## src/rtl/dmem_arbiter.sv

```systemverilog
`default_nettype none
// ============================================================================
// Module   : dmem_arbiter
// Purpose  : Sequences fixed-latency accesses to the shared data memory and
//            grants it round-robin between the CPU MEM stage and the
//            debug/loader port. Stalls the pipeline until the CPU access
//            completes and keeps a saturating stall-cycle count.
// Revision : 1.0  initial release
// ============================================================================
module dmem_arbiter #(
  parameter int MEM_LAT = 2,
  parameter int ADDR_W  = 32,
  parameter int DATA_W  = 32
) (
  input  logic              clk_i,
  input  logic              start_i,
  input  logic              cpu_req_i,
  input  logic              cpu_we_i,
  input  logic [ADDR_W-1:0] cpu_addr_i,
  input  logic [DATA_W-1:0] cpu_wdata_i,
  output logic [DATA_W-1:0] cpu_rdata_o,
  output logic              cpu_stall_o,
  input  logic              dbg_req_i,
  input  logic              dbg_we_i,
  input  logic [ADDR_W-1:0] dbg_addr_i,
  input  logic [DATA_W-1:0] dbg_wdata_i,
  output logic [DATA_W-1:0] dbg_rdata_o,
  output logic              dbg_ack_o,
  output logic              mem_en_o,
  output logic              mem_we_o,
  output logic [ADDR_W-1:0] mem_addr_o,
  output logic [DATA_W-1:0] mem_wdata_o,
  input  logic [DATA_W-1:0] mem_rdata_i,
  output logic [15:0]       stall_cnt_o
);

  // Latency counter must hold MEM_LAT-1 for MEM_LAT up to 15.
  localparam int          LAT_W    = 4;
  localparam logic [LAT_W-1:0] LAT_INIT = LAT_W'(MEM_LAT - 1);

  // Owner / last-grant encoding.
  localparam logic OWN_CPU = 1'b0;
  localparam logic OWN_DBG = 1'b1;

  typedef enum logic [1:0] {
    S_IDLE = 2'd0,
    S_BUSY = 2'd1,
    S_DONE = 2'd2
  } state_e;

  state_e             state_q, state_d;
  logic               owner_q, owner_d;
  logic               last_grant_q, last_grant_d;
  logic [LAT_W-1:0]   lat_cnt_q, lat_cnt_d;
  logic               we_q, we_d;
  logic [ADDR_W-1:0]  addr_q, addr_d;
  logic [DATA_W-1:0]  wdata_q, wdata_d;
  logic [DATA_W-1:0]  rdata_q, rdata_d;
  logic [DATA_W-1:0]  dbg_rdata_q, dbg_rdata_d;
  logic [15:0]        stall_cnt_q, stall_cnt_d;
  logic               grant_dbg;
  logic               dbg_read_done;

  // State and datapath registers; reset aborts any access in flight.
  always_ff @(posedge clk_i or negedge start_i) begin
    if (!start_i) begin
      state_q      <= S_IDLE;
      owner_q      <= OWN_CPU;
      last_grant_q <= OWN_DBG;
      lat_cnt_q    <= '0;
      we_q         <= 1'b0;
      addr_q       <= '0;
      wdata_q      <= '0;
      rdata_q      <= '0;
      dbg_rdata_q  <= '0;
      stall_cnt_q  <= '0;
    end else begin
      state_q      <= state_d;
      owner_q      <= owner_d;
      last_grant_q <= last_grant_d;
      lat_cnt_q    <= lat_cnt_d;
      we_q         <= we_d;
      addr_q       <= addr_d;
      wdata_q      <= wdata_d;
      rdata_q      <= rdata_d;
      dbg_rdata_q  <= dbg_rdata_d;
      stall_cnt_q  <= stall_cnt_d;
    end
  end

  // Next-state logic: grant in IDLE, count down in BUSY, one-cycle DONE.
  always_comb begin
    state_d      = state_q;
    owner_d      = owner_q;
    last_grant_d = last_grant_q;
    lat_cnt_d    = lat_cnt_q;
    we_d         = we_q;
    addr_d       = addr_q;
    wdata_d      = wdata_q;
    rdata_d      = rdata_q;
    dbg_rdata_d  = dbg_rdata_q;
    // Debug wins when alone, or on a tie when the CPU had the last grant.
    grant_dbg    = dbg_req_i && (!cpu_req_i || (last_grant_q == OWN_CPU));
    case (state_q)
      S_IDLE: begin
        if (cpu_req_i || dbg_req_i) begin
          owner_d      = grant_dbg;
          last_grant_d = grant_dbg;
          we_d         = grant_dbg ? dbg_we_i    : cpu_we_i;
          addr_d       = grant_dbg ? dbg_addr_i  : cpu_addr_i;
          wdata_d      = grant_dbg ? dbg_wdata_i : cpu_wdata_i;
          lat_cnt_d    = LAT_INIT;
          state_d      = S_BUSY;
        end
      end
      S_BUSY: begin
        if (lat_cnt_q == '0) begin
          if (!we_q) begin
            rdata_d = mem_rdata_i;
          end
          state_d = S_DONE;
        end else begin
          lat_cnt_d = lat_cnt_q - 1'b1;
        end
      end
      S_DONE: begin
        if (dbg_read_done) begin
          dbg_rdata_d = rdata_q;
        end
        state_d = S_IDLE;
      end
      default: state_d = S_IDLE;
    endcase
  end

  // Saturating count of stalled cycles.
  always_comb begin
    stall_cnt_d = stall_cnt_q;
    if (cpu_stall_o && (stall_cnt_q != 16'hFFFF)) begin
      stall_cnt_d = stall_cnt_q + 16'd1;
    end
  end

  // A debug read delivers its data in the DONE cycle together with the ack
  // and the register holds it afterwards.
  assign dbg_read_done = (state_q == S_DONE) && (owner_q == OWN_DBG) && !we_q;

  assign cpu_stall_o = cpu_req_i && !((state_q == S_DONE) && (owner_q == OWN_CPU));
  assign cpu_rdata_o = rdata_q;
  assign dbg_rdata_o = dbg_read_done ? rdata_q : dbg_rdata_q;
  assign dbg_ack_o   = (state_q == S_DONE) && (owner_q == OWN_DBG);
  assign mem_en_o    = (state_q == S_BUSY);
  assign mem_we_o    = (state_q == S_BUSY) && we_q;
  assign mem_addr_o  = addr_q;
  assign mem_wdata_o = wdata_q;
  assign stall_cnt_o = stall_cnt_q;

endmodule
`default_nettype wire

```

## config.mk

```make
export PLATFORM = sky130hd
export DESIGN_NAME = dmem_arbiter
export DESIGN_NICKNAME = d
export VERILOG_FILES = /design/src/rtl/dmem_arbiter.sv
export SDC_FILE = /design/constraint.sdc
export NUM_CORES = 1
export LEC_CHECK = 0
export BUFFER_PORTS_ARGS = -buffer_cell sky130_fd_sc_hd__buf_2
export CAP_MARGIN = 20
export CORE_AREA = 2 2 131 133
export DETAILED_ROUTE_END_ITERATION = 10
export DIE_AREA = 0 0 133 135
export HOLD_SLACK_MARGIN = 0.08
export PLACE_DENSITY = 0.76
export REMOVE_ABC_BUFFERS = 1
export SYNTH_ARGS = -nofsm -noshare
export SYNTH_HDL_FRONTEND = slang
export SYNTH_SLANG_ARGS = --single-unit
```

## constraint.sdc

```tcl
create_clock -name clk_i -period 1.9 [get_ports clk_i]
set_input_delay 0.095 -clock clk_i [delete_from_list [all_inputs] [get_ports clk_i]]
set_output_delay 0.095 -clock clk_i [all_outputs]
set_load 0.1 [all_outputs]
```

* Word-level counts from Yosys, hierarchy flattened
Cells that the tools add are included.
** Word-level totals
- Register bits :: 153
- Bits of input ports :: 166
** Cells by class
- Add/subtract/negate cells :: 2
- Eq/ne operators :: 6
- Muxes and demuxes :: 10
- Bitwise logic cells :: 3
- Reduce and logical (&&, ||, !) cells :: 19
** Operator list (count)
- two-way mux 32 bit :: 3
- adder 16 x 1 -> 16 bit (second input constant) :: 1
- != test 16 bit (second input constant) :: 1
- two-way mux 4 bit :: 2
- one-hot mux 4 bit (2 select lines) :: 1
- logical AND 1 bit :: 7
- AND reduction 3 bit :: 2
- logical NOT 4 bit :: 1
- two-way mux 2 bit :: 2
- != test 2 bit (second input constant) :: 2
- one-hot mux 2 bit (2 select lines) :: 1
- AND reduction 2 bit :: 2
- subtractor 4 x 1 -> 4 bit (second input constant) :: 1
- logical NOT 1 bit :: 3
- inverter 1 bit :: 3
- equality test 2 x 1 -> 1 bit (second input constant) :: 1
- equality test 2 bit (second input constant) :: 1
- logical NOT 2 bit :: 1
- logical OR 1 bit :: 2
- != test 2 x 1 -> 1 bit (second input constant) :: 1
- nonzero test 2 bit :: 1
- two-way mux 1 bit :: 1

* Logic depth before layout (Yosys ltp)
- Depth in word-level cells :: 5
- Gate-level depth with buffers :: 7
- Mapped depth without buffers :: 7

* Worst setup path after synthesis
OpenSTA, ideal clock, no wires.
- Path type :: reg2reg
- Start point :: register stall_cnt_q[0], in the netlist stall_cnt_o[0]
- End point :: register stall_cnt_q[3], in the netlist stall_cnt_o[3]
- Setup time :: 0.163 ns
- Data arrival time :: 2.517 ns
- Setup slack :: -0.780 ns
- Stages on the path, launching flop included :: 8
- Period minus slack after synthesis :: 2.680 ns
- Path through :: dfrtp_1 ha_1 nand3_1 or4_4 and2_4 buf_6 and4_4 xor2_1
** Between the ends
- Word-level cells in the longest chain between the ends :: 2
** RTL lines
- from (decl) :: line 60 : logic [15:0] stall_cnt_q, stall_cnt_d;
- from (signal assigned) :: line 87 : stall_cnt_q <= stall_cnt_d;
- parallel branches: the longest is 2 deep, another holds adder 16 x 1 -> 16 bit
Parallel ways; which one is timed is not known.
A chain may end at the register's enable or synchronous reset.

* Worst setup path in the final report
- Start point :: register state_q[0]
- End point :: output dbg_rdata_o[10]
** Between the ends
- Word-level cells in the longest chain between the ends :: 4
** RTL lines
- from (decl) :: line 51 : state_e state_q, state_d;
- from (signal assigned) :: line 78 : state_q <= state_d;
- equality test 2 bit :: line 146 : assign dbg_read_done = (state_q == S_DONE) && (owner_q == OWN_DBG) && !we_q;
- logical AND 1 bit (2 in a row) :: line 146
- two-way mux 32 bit
- to (decl) :: line 27 : output logic [DATA_W-1:0] dbg_rdata_o,
Every way passes these cells.

==> results.cfg <==
[global_route]
grt_start_max_net_pins = 109
grt_pass1_vias = 7154
grt_antenna_before_repair = 0
grt_usage_pct = 28.3
grt_pass1_wl_mm = 39.2
grt.overflow.total = 0

[synthesis]
yosysSeqAreaShare_pct = 54.9
ys_warn_count = 0
syn_area_sq_mm = 0.00698
yosys-top-cells-area = dfrtp_1 (54%), mux2_2 (11%), mux2i_1 (9.3%)
ys_types = 36
postSynthAreaPerCell_sq_um = 12.4
synth_cells = 565
async_flop_share_pct = 100
ys.flop_type = dfrtp_1
ys_ff_latch = 153
synth_top_area_share_pct = 54.5
yosysTopAreaCell = dfrtp_1
synth_edf_count = 0

[finish]
drive_above_1_share_pct = 47.8
fin_cells = 1316
syn2layout_area_growth_pct = 75.2
multi_input_area_sq_mm = 0.00314
seqCellArea_sq_mm = 0.00383
layout.nets = 1252
n_antenna_cell = 0
n_fill_cell = 957
utilization_pct = 74.6

[die]
start_util_pct = 42.5
rows = 47
die_w_um = 133
core_area_sq_mm = 0.0164
die-area_sq_mm = 0.0180
chipHeight_um = 135
io_pins = 314

[worst_hold_path]
holdCritPathClass = input port to register

[routing]
ant_nets = 0
drtIter0Drc = 352
drc = 0
wirelength_mm = 26.7
wl_per_cell_um = 20.3
drt-vias-per-instance = 5.17
first_pass_iters = 5
num_vias = 6808

[setup_path]
cp.arrival_ns = 1.98
required_ns = 1.80
reg2reg_slack_ns = -0.17
cp-endpoint = dbg_rdata_o[10]
start_kind = register
cp-startpoint = state_q[0]
critical_path_class = register to output port
crit_path_end_kind = output port
cp_max_fo = 7
reg2regPathDepth = 6
crit-reg2reg-launch = lat_cnt_q[1]
rr_endpoint = cpu_rdata_o[7]

[outcome]
violations = negative setup slack
outcome = finished, violations left

[cts]
cts.sinks = 153
clk_latency_ns = 0.42
ctsRootBufferMaster = clkbuf_16
cts_buffers = 17
cts_tree = built
htreeDepth = 4
clk_path_buf_depth = 2
clk_pin_slew_ns = 0.06

[timing]
maxSlewHeadroom_pct = 65.7
fin_crit_sh_pct = 109
timing.final.max_slew_violations = 0
setup_violations = 65
rsz0062_at_grt = true
fin_ws_ns = -0.171
skew_ns = 0.0116
fmax_mhz = 483
max_slew.worst_pin.slew_ns = 0.514
post-route-min-period_ns = 2.07
hold_viol = 0

[job]
maxCapViolCount = 0

[placement]
place_inst = 1095
numPortBuffers = 313
place_congestion = 0.814
hpwlAfterDp_mm = 12.7
==> synthesized netlist by cell type, drive strengths merged (5+ instances only) <==
cell type / number
o21ai: 68
mux2: 98
nand3: 8
xor2: 7
mux2i: 65
inv: 6
nand2: 76
buf: 18
nor2: 12
clkbuf: 14
xnor2: 9
dfrtp: 152
and3: 5
==> routing by layer <==
layer,global-route usage [%],vias to the layer above,share of wire [%]
met1,33.1,3290,37
met5,0,-,0
met3,7.17,90,7.8
met2,49.8,422,52
li1,-,3006,-
met4,11.7,0,3.7
==> critical path: stages (launching register included) <==
cell      delay [ns]
dfrtp_1         0.38
nand2b_4        0.15
nor3_4          0.19
buf_6           0.18
buf_12          0.15
mux2_4          0.33
buf_12          0.17
==> metrics by stage <==
stage / instance area, sq um / setup TNS (ns) / worst slack (ns) / hold slack (ns)
2_1_floorplan: 6820 / -395.53 / -3.60 / -0.201
3_3_place_gp: 9150 / -3.53 / -0.117 / 0.0745
3_5_place_dp: 9150 / -4.86 / -0.173 / 0.0753
4_1_cts: 12000 / -10.90 / -0.262 / 0.204
5_1_grt: 12200 / -12.81 / -0.261 / 0.0804
6_report: 12200 / -8.80 / -0.171 / 0.0686
==> worst min path at each step <==
stage,from,to,cells after the start
6_report,dbg_addr_i[9],mem_addr_o[9],3
3_3_place_gp,start_i,dbg_rdata_q[13],1
5_1_grt,dbg_addr_i[9],mem_addr_o[9],3
4_1_cts,start_i,stall_cnt_o[12],2
3_5_place_dp,start_i,dbg_rdata_q[13],1
2_1_floorplan,start_i,cpu_rdata_o[0],0
==> cell usage in the layout (no fill, tap or decap), types with 9 or more instances in the layout <==
cell type        n
nand2_1         76
mux2i_1         58
mux2_4          58
buf_6           13
clkbuf_16       19
o21ai_0         61
dlygate4sd3_1  155
buf_2          277
xnor2_1          9
mux2_2          40
buf_12          37
nor2_1          12
buf_4           32
dfrtp_1        151
==> repair_timing <==
item	4_1_cts	5_1_grt
setup buffers	14	9
hold buffers	165	14
hold endpoints to repair	252	14
gates cloned	8	2
pin swaps	1	3
gates resized for setup	99	70
setup endpoints to repair	65	105
==> cell families after synthesis <==
family                   Yosys count  synth area share, %
AO/OA/AOI/OAI                     72                 5.27
XOR/XNOR                          16                 2.01
adder cells (fa/ha/maj)            3                0.538
buffers and inverters             38                 2.69
flip-flops                       153                 54.9
multiplexers                     163                 26.8
AND/OR/NAND/NOR                  120                 7.83
==> layout make-up <==
type / instances / share of cell area, %
multi-input combinational: 374 / 25.7
clock buffer: 19 / 3.70
sequential: 153 / 31.3
inverter: 6 / 0.184
timing repair buffer: 531 / 35.8
tap: 220 / 2.25
clock inverter: 13 / 1.09
==> state kept, by name (all words and copies together) (netlist names) <==
name          cells
cpu_rdata_o      32
dbg_rdata_q      32
mem_addr_o       32
mem_wdata_o      32
stall_cnt_o      16
lat_cnt_q         4
state_q           2
last_grant_q      1
owner_q           1
we_q              1
Power is left out: the tool's default activity adds up to more than one toggle a clock period on the data nets, which glitch-free logic cannot reach.
